`src/rtl/addressable_fifo_reader.sv`:
```
// -----------------------------------------------------------------------------
// addressable_fifo_reader
//
// Read-side controller for the addressable shift buffer in the UART datapath.
// The buffer shifts every entry up by one on each write strobe (newest word at
// entry 0), so the oldest unfetched word always sits at (occupancy - 1). This
// block tracks that occupancy from the write strobe, addresses the oldest word,
// captures the buffer's registered output and presents it on a valid/ready
// stream in arrival order.
//
// Build option:
//   FIFO_READER_OVF_EN  - when defined, a sticky overflow flag records that an
//                         unread word was pushed out of a full buffer. When not
//                         defined, overflow is tied low and has no register;
//                         count saturation and word loss behave the same.
// -----------------------------------------------------------------------------
module addressable_fifo_reader #(
    parameter int DEPTH = 32,
    parameter int AW    = 5,
    parameter int DW    = 32
) (
    input  logic          clk,
    input  logic          rst,
    input  logic          wea,
    input  logic          clr,
    output logic [AW-1:0] fifo_addr,
    input  logic [DW-1:0] fifo_dout,
    output logic [DW-1:0] m_data,
    output logic          m_valid,
    input  logic          m_ready,
    output logic [AW:0]   count,
    output logic          overflow
);

    typedef enum logic [1:0] {
        ST_EMPTY = 2'b00,
        ST_FETCH = 2'b01,
        ST_VALID = 2'b10
    } state_t;

    localparam logic [AW:0] DEPTH_C = (AW+1)'(DEPTH);
    localparam logic [AW:0] ONE_C   = {{AW{1'b0}}, 1'b1};
    localparam logic [AW:0] ZERO_C  = {(AW+1){1'b0}};

    state_t          state_r;
    state_t          state_next_s;
    logic [AW:0]     count_r;
    logic [AW:0]     count_next_s;
    logic [AW:0]     eff_s;
    logic [AW:0]     eff_m1_s;
    logic            full_s;
    logic            issue_s;
    logic [AW-1:0]   fifo_addr_s;
    logic [DW-1:0]   m_data_r;
    logic [DW-1:0]   m_data_next_s;
    logic            m_valid_r;
    logic            m_valid_next_s;

    // Occupancy as seen by a read this cycle: a write lands before the read,
    // but the buffer never holds more than DEPTH unread words.
    always_comb begin
        full_s = (count_r == DEPTH_C);
        if (full_s) begin
            eff_s = DEPTH_C;
        end else begin
            eff_s = count_r + {{AW{1'b0}}, wea};
        end
        eff_m1_s = eff_s - ONE_C;
    end

    // Start a fetch when a word is available and the output slot is free or
    // being freed by a handshake; a clear cycle never fetches.
    always_comb begin
        issue_s = 1'b0;
        if (clr) begin
            issue_s = 1'b0;
        end else if (eff_s == ZERO_C) begin
            issue_s = 1'b0;
        end else begin
            case (state_r)
                ST_EMPTY: issue_s = 1'b1;
                ST_VALID: issue_s = m_ready;
                ST_FETCH: issue_s = 1'b0;
                default:  issue_s = 1'b0;
            endcase
        end
    end

    // Oldest unfetched word lives at eff-1; park the address at 0 when idle.
    always_comb begin
        fifo_addr_s = {AW{1'b0}};
        if (issue_s) begin
            fifo_addr_s = eff_m1_s[AW-1:0];
        end else begin
            fifo_addr_s = {AW{1'b0}};
        end
    end

    assign fifo_addr = fifo_addr_s;

    // Unfetched-word count: grows with writes (saturating), shrinks per fetch.
    always_comb begin
        count_next_s = count_r;
        if (clr) begin
            count_next_s = ZERO_C;
        end else if (issue_s) begin
            count_next_s = eff_s - ONE_C;
        end else begin
            count_next_s = eff_s;
        end
    end

    // Reader state sequencing: EMPTY -> FETCH -> VALID -> (FETCH | EMPTY).
    always_comb begin
        state_next_s = state_r;
        if (clr) begin
            state_next_s = ST_EMPTY;
        end else begin
            case (state_r)
                ST_EMPTY: begin
                    if (issue_s) begin
                        state_next_s = ST_FETCH;
                    end else begin
                        state_next_s = ST_EMPTY;
                    end
                end
                ST_FETCH: begin
                    state_next_s = ST_VALID;
                end
                ST_VALID: begin
                    if (!m_ready) begin
                        state_next_s = ST_VALID;
                    end else if (issue_s) begin
                        state_next_s = ST_FETCH;
                    end else begin
                        state_next_s = ST_EMPTY;
                    end
                end
                default: begin
                    state_next_s = ST_EMPTY;
                end
            endcase
        end
    end

    // Output word capture: load the buffer output only in the fetch cycle,
    // otherwise (including clear) keep the presented word stable.
    always_comb begin
        m_data_next_s = m_data_r;
        if (clr) begin
            m_data_next_s = m_data_r;
        end else if (state_r == ST_FETCH) begin
            m_data_next_s = fifo_dout;
        end else begin
            m_data_next_s = m_data_r;
        end
        m_valid_next_s = (state_next_s == ST_VALID);
    end

    // State and occupancy registers.
    always_ff @(posedge clk or negedge rst) begin
        if (!rst) begin
            state_r <= ST_EMPTY;
            count_r <= ZERO_C;
        end else begin
            state_r <= state_next_s;
            count_r <= count_next_s;
        end
    end

    // Registered stream outputs.
    always_ff @(posedge clk or negedge rst) begin
        if (!rst) begin
            m_data_r  <= {DW{1'b0}};
            m_valid_r <= 1'b0;
        end else begin
            m_data_r  <= m_data_next_s;
            m_valid_r <= m_valid_next_s;
        end
    end

    assign m_data  = m_data_r;
    assign m_valid = m_valid_r;
    assign count   = count_r;

`ifdef FIFO_READER_OVF_EN
    logic overflow_r;
    logic overflow_next_s;

    // Sticky loss flag: a write into a full buffer pushes out an unread word.
    always_comb begin
        overflow_next_s = overflow_r;
        if (clr) begin
            overflow_next_s = 1'b0;
        end else if (wea && full_s) begin
            overflow_next_s = 1'b1;
        end else begin
            overflow_next_s = overflow_r;
        end
    end

    // Overflow flag register.
    always_ff @(posedge clk or negedge rst) begin
        if (!rst) begin
            overflow_r <= 1'b0;
        end else begin
            overflow_r <= overflow_next_s;
        end
    end

    assign overflow = overflow_r;
`else
    assign overflow = 1'b0;
`endif

endmodule

```
`config.mk`:
```
export PLATFORM = sky130hd
export DESIGN_NAME = addressable_fifo_reader
export DESIGN_NICKNAME = d
export VERILOG_FILES = /design/src/rtl/addressable_fifo_reader.sv
export SDC_FILE = /design/constraint.sdc
export NUM_CORES = 1
export LEC_CHECK = 0
export BUFFER_PORTS_ARGS = -buffer_cell sky130_fd_sc_hd__buf_2
export CAP_MARGIN = 20
export CORE_UTILIZATION = 47
export CTS_CLUSTER_SIZE = 8
export DETAILED_ROUTE_END_ITERATION = 6
export GPL_TIMING_DRIVEN = 0
export MAX_ROUTING_LAYER = met4
export PLACE_DENSITY_LB_ADDON = 0.15
export SYNTH_ARGS = -nofsm -noshare
export SYNTH_HDL_FRONTEND = slang
export SYNTH_SLANG_ARGS = --single-unit
```
`constraint.sdc`:
```
create_clock -name clk -period 2.6 [get_ports clk]
set_clock_uncertainty 0.05 [all_clocks]
set_input_delay 0 -clock clk [delete_from_list [all_inputs] [get_ports clk]]
set_output_delay 0 -clock clk [all_outputs]
set_load 0.05 [all_outputs]
```
==> flow_summary.json, run 1 <==
{
  "grt_pass1_vias": 1655,
  "track_usage_pct": 24.3,
  "setup_violations": 1,
  "rr_endpoint": "count[3]$_DFF_PN0_",
  "clock-sinks": 41,
  "root_buffer": "clkbuf_8",
  "report.final.slew_viol_count": 0,
  "cts_tree": "done",
  "required_ps": 2550,
  "ff2ff_path_depth": 9,
  "layout_commonest_cell": "buf_2",
  "start_kind": "flop",
  "grt-ovfl-total": 0,
  "avgRoutedWirePerCell_um": 14.2,
  "place.gp.congestion": 0.782,
  "antenna_found_initial": 0,
  "syn-mean-instance-area_um2": 12.4,
  "cts.clk_slew.worst_paths_ps": 80,
  "synth_warnings": 0,
  "run_status": "finished with violations",
  "dp_slack_ps": -9.12,
  "portBuffers": 79,
  "worstReg2RegStart": "count[4]$_DFF_PN0_",
  "cp_slowest_cell": "or4b_4",
  "fin_crit_sh_pct": 101,
  "slew_headroom_pct": 39.9,
  "syn_inst": 152,
  "core_um2": 3740,
  "rsz0062_at_grt": "true",
  "fin_crit_ps": 2640,
  "path_class": "reg2out",
  "ant_nets": 0,
  "drt-initial-drc-count": 68,
  "cp_slowest_stage_delay_ps": 550,
  "hp-class": "in2reg",
  "hold_violations": 0,
  "syn_area_um2": 1890,
  "final_cells": 330,
  "critPathMaxFanout": 4,
  "r2r_setup_slack_ps": 170,
  "violations": "setup timing",
  "drive_gt1_share_pct": 54.6,
  "dr.pass1.iters": 4,
  "num_io_pins": 82,
  "drc_errors": 0,
  "cap_viol_max_count": 0,
  "synthDistinctLibCells": 37,
  "start_util_pct": 50.4,
  "die_x_um": 65.4,
  "dp_hpwl_mm": 2.84,
  "wirelength_mm": 4.68,
  "grt_pass1_wl_mm": 7.52,
  "ys_ff_latch": 41,
  "area_growth_pct": 56.3,
  "final_cell_mix": "buf_2 (77), dfrtp_1 (36), dlygate4sd3_1 (34)",
  "num_rows": 22,
  "place_inst": 279,
  "crit_chain": "or4b_4 > or2_4 > nand2_4 > ha_4 > o21ai_4 > or3_4 > a21oi_4 > buf_6",
  "dr_total_vias": 1652,
  "max_freq_mhz": 379,
  "end_kind": "primary output",
  "min_to": "count[0]$_DFF_PN0_",
  "htreeDepth": 2,
  "tightestPinTransition_ps": 902,
  "num-nets-final": 322,
  "crit_arrival_ps": 2590,
  "grt_max_degree": 42,
  "cts_buffers": 5,
  "ys_seq_area_share_pct": 54.3,
  "syn_nets": 193,
  "clock_latency_ps": 290,
  "min_from": "clr",
  "dieArea_um2": 4270,
  "die_h_um": 65.4,
  "setup_ws_ps": -38.6,
  "holdPathStages": 2,
  "cts_buffer_depth": 2,
  "routed_via_density": 5.01,
  "n_antenna_cell": 0
}
state kept, by name, indices dropped and copies added (netlist names):
signal and flops:
state_r 2, m_data 32, m_valid 1, count 6
layer usage:
metal  part of all wire (%)  wire length [um]  global-route usage (%)
met1                     41              1940                    28.5
met3                    4.9               231                    5.73
met4                   0.86                40                    6.52
met2                     53              2470                    41.9
met5                      0                 0                       -
critical path: cells and delay by family (launching register included):
kind | cells | cell delay, ps
adder cells (fa/ha/maj) | 1 | 160
AND/OR/NAND/NOR | 4 | 1350
buffers and inverters | 1 | 170
AO/OA/AOI/OAI | 2 | 210
flip-flops | 1 | 420
metrics by stage:
stage	hold slack [ps]	area (um^2)	utilization, %	TNS [ps]
6_report	36.5	2950	78.8	-38.6
5_1_grt	45.6	2950	78.8	-119
4_1_cts	34.5	2880	76.8	-27.6
3_5_place_dp	132	2370	63.4	-9.12
3_3_place_gp	137	2370	63.4	-2.49
2_1_floorplan	-346	1920	-	0
final cells by class:
| type | instances | area, um^2 |
|---|---|---|
| flip-flops and latches | 41 | 1030 |
| fillers | 251 | 792 |
| inverters | 5 | 18.8 |
| clock buffers | 7 | 96.3 |
| clock inverters | 1 | 8.76 |
| multi-input cells | 100 | 893 |
| plain buffers | 6 | 26.3 |
| well taps | 48 | 60.1 |
| repair buffers | 122 | 816 |
worst max-delay path by stage:
stage,start,endpoint,slack (ps),depth (start not counted)
2_1_floorplan,count[0]$_DFF_PN0_,fifo_addr[4],20,7
3_3_place_gp,count[4]$_DFF_PN0_,fifo_addr[4],-2,8
3_5_place_dp,count[4]$_DFF_PN0_,fifo_addr[4],-9,8
4_1_cts,count[1]$_DFF_PN0_,fifo_addr[4],-30,8
5_1_grt,count[4]$_DFF_PN0_,fifo_addr[4],-100,8
6_report,count[4]$_DFF_PN0_,fifo_addr[4],-40,8
timing repair:
item,4_1_cts,5_1_grt
endpoints found under the hold margin,75,0
cloned,0,0
endpoints found under the setup margin,5,3
pin swaps,5,8
buffers inserted,4,5
resized for setup,8,10
hold buffers,34,0
cells in the mapped netlist, drive strengths merged:
cell type	count	area, um^2
o41ai	1	8.76
and3b	1	10.0
or3	1	11.3
o22ai	1	12.5
conb	1	3.75
a21boi	1	7.51
a21oi	7	46.3
nand2b	2	12.5
nor4	1	6.26
nor2	9	33.8
o32a	1	11.3
nand2	9	33.8
xor2	2	17.5
o21a	1	7.51
dfrtp	41	1030
ha	4	50.1
nand4	1	6.26
o21ai	3	18.8
o211ai	1	7.51
a31o	1	8.76
and3	2	12.5
or4b	1	13.8
o31ai	1	7.51
clkbuf	5	18.8
a211o	1	8.76
or2	2	12.5
xnor2	3	26.3
a311o	1	10.0
a21o	2	16.3
mux2	32	360
nand3	7	35.0
inv	5	18.8
buf	1	7.51
cell families (layout without fill, tap and decap cells):
kind of cell             Yosys count  count (layout)  synth area share [%]
buffers and inverters             11             141                  2.39
flip-flops                        41              41                  54.3
AND/OR/NAND/NOR                   36              36                  9.94
adder cells (fa/ha/maj)            4               4                  2.65
AO/OA/AOI/OAI                     22              22                  9.08
XOR/XNOR                           5               5                  2.32
multiplexers                      32              32                  19.1
other                              1               1                 0.199
Power of run 1 is left out: the tool's default activity adds up to more than one toggle a clock period on the data nets, which glitch-free logic cannot reach.
==> run 2: changes to the inputs <==
--- a/config.mk
+++ b/config.mk
@@ -5,8 +5,10 @@
 export SDC_FILE = /design/constraint.sdc
 export NUM_CORES = 1
 export LEC_CHECK = 0
+export ABC_AREA = 1
 export BUFFER_PORTS_ARGS = -buffer_cell sky130_fd_sc_hd__buf_2
 export CAP_MARGIN = 20
+export CORE_MARGIN = 1.5
 export CORE_UTILIZATION = 47
 export CTS_CLUSTER_SIZE = 8
 export DETAILED_ROUTE_END_ITERATION = 6
@@ -16,3 +18,4 @@
 export SYNTH_ARGS = -nofsm -noshare
 export SYNTH_HDL_FRONTEND = slang
 export SYNTH_SLANG_ARGS = --single-unit
+export TNS_END_PERCENT = 50
==> flow_summary.json, run 2 <==
{
  "grt-ovfl-total": 0,
  "syn-mean-instance-area_um2": 11.3,
  "required_ps": 2550,
  "grt_max_degree": 42,
  "cts.clk_slew.worst_paths_ps": 80,
  "rsz0062_at_grt": "false",
  "synth.most_common_cell": "dfrtp_1",
  "num-nets-final": 330,
  "fin_crit_sh_pct": 92.9,
  "cap_viol_max_count": 0,
  "setup-tns-final_ps": 0,
  "max_freq_mhz": 414,
  "dr_total_vias": 1562,
  "setup_violations": 0,
  "hp-class": "in2reg",
  "cts_resized": 0,
  "synth_warnings": 0,
  "dpl-instance-area_um2": 2370,
  "start_util_pct": 48.2,
  "dp_hpwl_mm": 2.66,
  "stdcell_area_um2": 2830,
  "num_io_pins": 82,
  "routed_via_density": 4.59,
  "run_status": "finished clean",
  "start_kind": "flop",
  "ys_seq_area_share_pct": 53.6,
  "ys_async_sr_fraction_pct": 100,
  "synthDistinctLibCells": 25,
  "end_kind": "primary output",
  "r2r_setup_slack_ps": 460,
  "hold_violations": 0,
  "holdPathStages": 4,
  "dr.pass1.iters": 4,
  "syn_inst": 169,
  "place.gp.congestion": 0.850,
  "path_class": "reg2out",
  "ant_nets": 0,
  "n_antenna_cell": 0,
  "final_cell_mix": "buf_2 (83), dfrtp_1 (41), dlygate4sd3_1 (34)",
  "fin_crit_ps": 2420,
  "layout_commonest_cell": "buf_2",
  "report.final.slew_viol_count": 0,
  "antenna_found_initial": 0,
  "clock_latency_ps": 290,
  "synth_enable_flop_cells": 0,
  "dieArea_um2": 4460,
  "core_um2": 3970,
  "drt-initial-drc-count": 57,
  "htreeDepth": 2,
  "min_from": "m_ready",
  "drc_errors": 0,
  "grt_pass1_wl_mm": 6.45,
  "root_buffer": "clkbuf_8",
  "yosys.area.top_type": "dfrtp_1",
  "postCtsSetupBuffers": 0,
  "cts_buffers": 5,
  "cts_buffer_depth": 2,
  "die_x_um": 66.8,
  "syn_area_um2": 1910,
  "cts_tree": "done",
  "ff2ff_path_depth": 9,
  "area_growth_pct": 47.8,
  "die_h_um": 66.8,
  "track_usage_pct": 20.1,
  "cts_hold_buf": 34,
  "synthFlopType": "dfrtp_1",
  "tightestPinTransition_ps": 882,
  "largest_reg_flops": 32,
  "worstReg2RegStart": "count[0]$_DFF_PN0_",
  "portBuffers": 79,
  "crit_arrival_ps": 2370,
  "drive_gt1_share_pct": 45.2,
  "grt_pass1_vias": 1430,
  "synth_top_area_share_pct": 53.6,
  "syn_nets": 210,
  "synth_area_leaders": "dfrtp_1 (54%), mux2_2 (14%), nand2_1 (6.3%)",
  "ys_ff_latch": 41,
  "clock-sinks": 41,
  "avgRoutedWirePerCell_um": 11.9,
  "slew_headroom_pct": 41.2,
  "num_rows": 23,
  "critPathMaxFanout": 6,
  "cp-startpoint": "count[0]$_DFF_PN0_",
  "wirelength_mm": 4.05,
  "synthTopCellsByCount": "dfrtp_1 (41), nand2_1 (32), mux2_2 (23)"
}
-- run 2: cell count changes after synthesis, sizes merged, moves of 3 or more --
cell and change:
a21oi -7, nand2 +27, buf +5, xnor2 -3
inv +3, clkbuf -5, nor2 +11, nand4 +3
-- run 2: path summary, 6_finish.rpt --
kind                                               end
worst max register to register      count[0]$_DFF_PN0_
max in group asynchronous       m_data[26]$_DFFE_PN0P_
worst max-delay path                      fifo_addr[0]
min in group asynchronous       m_data[20]$_DFFE_PN0P_
worst min register to register  m_data[14]$_DFFE_PN0P_
worst min-delay path                 m_valid$_DFF_PN0_
-- run 2: cell families after synthesis --
group / share of synthesized area, %
buffers and inverters: 3.86
adder cells (fa/ha/maj): 2.61
AND/OR/NAND/NOR: 17.5
multiplexers: 18.8
other: 0.196
flip-flops: 53.6
XOR/XNOR: 1.37
AO/OA/AOI/OAI: 2.03
-- run 2: final cells by class --
type,count,area [um^2]
fill,297,1140
sequential,41,1030
inverter,9,35.0
tap,50,62.6
clock inverter,1,30.0
buffer,6,38.8
clock buffer,7,86.3
timing repair buffer,113,736
multi-input combinational,113,815
-- run 2: critical path, cell delays in order, from the launching register on --
cell	delay [ps]
dfrtp_1	400
ha_1	250
ha_1	320
nand2_1	70
ha_1	270
nand3_4	140
nor2_4	60
nor2_4	140
ha_1	160
buf_2	250
-- run 2: metrics by stage --
stage | util, % | instances | worst slack [ps] | hold WS (ps)
after floorplan | - | 169 | 113 | -346
after global placement | 59.7 | 298 | 470 | 133
after detailed placement | 59.7 | 298 | 462 | 132
after CTS | 71.2 | 340 | 156 | 32.5
after global routing | 71.2 | 340 | 39.6 | 92.8
final | 71.2 | 340 | 184 | 46.3
-- run 2: per-layer routing --
metal | vias up | track usage (%) | wire (um)
met1 | 714 | 23.8 | 1670
li1 | 800 | - | -
met5 | - | - | 0
met3 | 5 | 4.73 | 180
met4 | 0 | 7.65 | 53
met2 | 43 | 33.5 | 2140
Power of run 2 is left out for the same reason.
==> run 3: changes to the inputs <==
==> constraint.sdc (replaced) <==
create_clock -name clk -period 2.48 [get_ports clk]
set_clock_uncertainty 0.05 [all_clocks]
set_input_delay 0 -clock clk [delete_from_list [all_inputs] [get_ports clk]]
set_output_delay 0 -clock clk [all_outputs]
set_load 0.05 [all_outputs]
==> flow_summary.json, run 3 (synthesis gave the netlist of run 2 again) <==
{
  "cts_buffer_depth": 2,
  "num-nets-final": 330,
  "fill_cells": 307,
  "required_ps": 2430,
  "drc_errors": 0,
  "rsz0062_at_grt": "false",
  "avgRoutedWirePerCell_um": 12.1,
  "grt-ovfl-total": 0,
  "layout_commonest_cell": "buf_2",
  "dieArea_um2": 4460,
  "path_class": "reg2out",
  "dr.pass1.iters": 4,
  "track_usage_pct": 20.5,
  "drt-initial-drc-count": 86,
  "grt_pass1_vias": 1551,
  "grt_pass1_wl_mm": 6.61,
  "die_h_um": 66.8,
  "setup-tns-final_ps": 0,
  "portBuffers": 79,
  "cts_buffers": 5,
  "report.final.slew_viol_count": 0,
  "dp_hpwl_mm": 2.71,
  "fin_crit_ps": 2280,
  "final_cell_mix": "buf_2 (82), dfrtp_1 (41), dlygate4sd3_1 (34)",
  "max_freq_mhz": 438,
  "grt_max_degree": 42,
  "cts.clk_slew.worst_paths_ps": 70,
  "clock-sinks": 41,
  "cts_tree": "done",
  "run_status": "finished clean",
  "clock_latency_ps": 290,
  "core_um2": 3970,
  "root_buffer": "clkbuf_8",
  "cap_viol_max_count": 0,
  "setup_violations": 0,
  "critical-path-top-delay-family": "adder cells",
  "hp-class": "in2reg",
  "crit_arrival_ps": 2230,
  "fin_crit_sh_pct": 92.0,
  "area_growth_pct": 46.9,
  "start_kind": "flop",
  "n_antenna_cell": 0,
  "largest_reg_flops": 32,
  "cp_slowest_cell": "dfrtp_1",
  "drive_gt1_share_pct": 46.4,
  "critPathMaxFanout": 6,
  "path_buf_inv": 1,
  "antenna_found_initial": 0,
  "hold_violations": 0,
  "slew_headroom_pct": 39.8,
  "tightestPinTransition_ps": 904,
  "num_rows": 23,
  "crit_chain": "ha_2 > ha_1 > nand2_1 > ha_2 > nand3_4 > nor2_4 > nor2_4 > ha_1 > clkbuf_4",
  "die_x_um": 66.8,
  "end_kind": "primary output",
  "ant_nets": 0,
  "routed_via_density": 4.70,
  "htreeDepth": 2,
  "wirelength_mm": 4.11,
  "dr_total_vias": 1594,
  "place.gp.congestion": 0.801,
  "num_io_pins": 82,
  "start_util_pct": 48.2,
  "cp_slowest_stage_delay_ps": 400
}
==> run 3: stage by stage <==
stage / util, % / hold slack (ps) / std cells / setup WS, ps / instance area [um^2]
6_report: 70.8 / 22.9 / 339 / 199 / 2810
5_1_grt: 70.8 / 81.9 / 339 / 58.9 / 2810
4_1_cts: 70.4 / 12.7 / 339 / 26.7 / 2800
3_5_place_dp: 59.8 / 124 / 298 / 329 / 2370
3_3_place_gp: 59.8 / 135 / 298 / 343 / 2370
2_1_floorplan: - / -346 / 169 / 14.7 / 1920
==> run 3: area by class of cell <==
cell class | instances | area (um^2) | share of cell area [%]
inverter | 9 | 35.0 | 1.25
multi-input combinational | 113 | 830 | 29.5
buffer | 6 | 38.8 | 1.38
sequential | 41 | 1030 | 36.5
timing repair buffer | 113 | 738 | 26.3
clock inverter | 1 | 8.76 | 0.312
tap | 50 | 62.6 | 2.23
clock buffer | 6 | 72.6 | 2.58
==> run 3: layer usage <==
| metal | vias up | part of all wire (%) | GRT usage [%] |
|---|---|---|---|
| li1 | 796 | - | - |
| met3 | 6 | 5.4 | 4.56 |
| met4 | 0 | 2.1 | 9.44 |
| met1 | 743 | 42 | 24.1 |
| met5 | - | 0 | - |
| met2 | 49 | 51 | 33.6 |
==> run 3: path summary, 6_finish.rpt <==
kind	to	slack (ps)	depth (start not counted)	start
worst max-delay path	fifo_addr[0]	200	9	count[0]$_DFF_PN0_
worst min-delay path	m_valid$_DFF_PN0_	20	4	m_ready
worst max register to register	count[0]$_DFF_PN0_	430	9	count[0]$_DFF_PN0_
worst min register to register	m_data[11]$_DFFE_PN0P_	440	1	m_data[11]$_DFFE_PN0P_
max in group asynchronous	m_data[15]$_DFFE_PN0P_	1480	2	rst
min in group asynchronous	m_data[24]$_DFFE_PN0P_	340	2	rst
==> run 3: worst reg2reg max path: cells and delay by family, from the launching register on <==
kind	cells	cell delay, ps
and+or+nand+nor	5	460
adders and majority gates	4	1030
DFF	1	400
==> run 3: repair_timing <==
item	in CTS	in global routing
gates resized for setup	0	4
hold buffers	34	0
endpoints found under the hold margin	81	0
setup endpoints to repair	0	5
setup buffers	0	0
Power of run 3 is left out for the same reason.
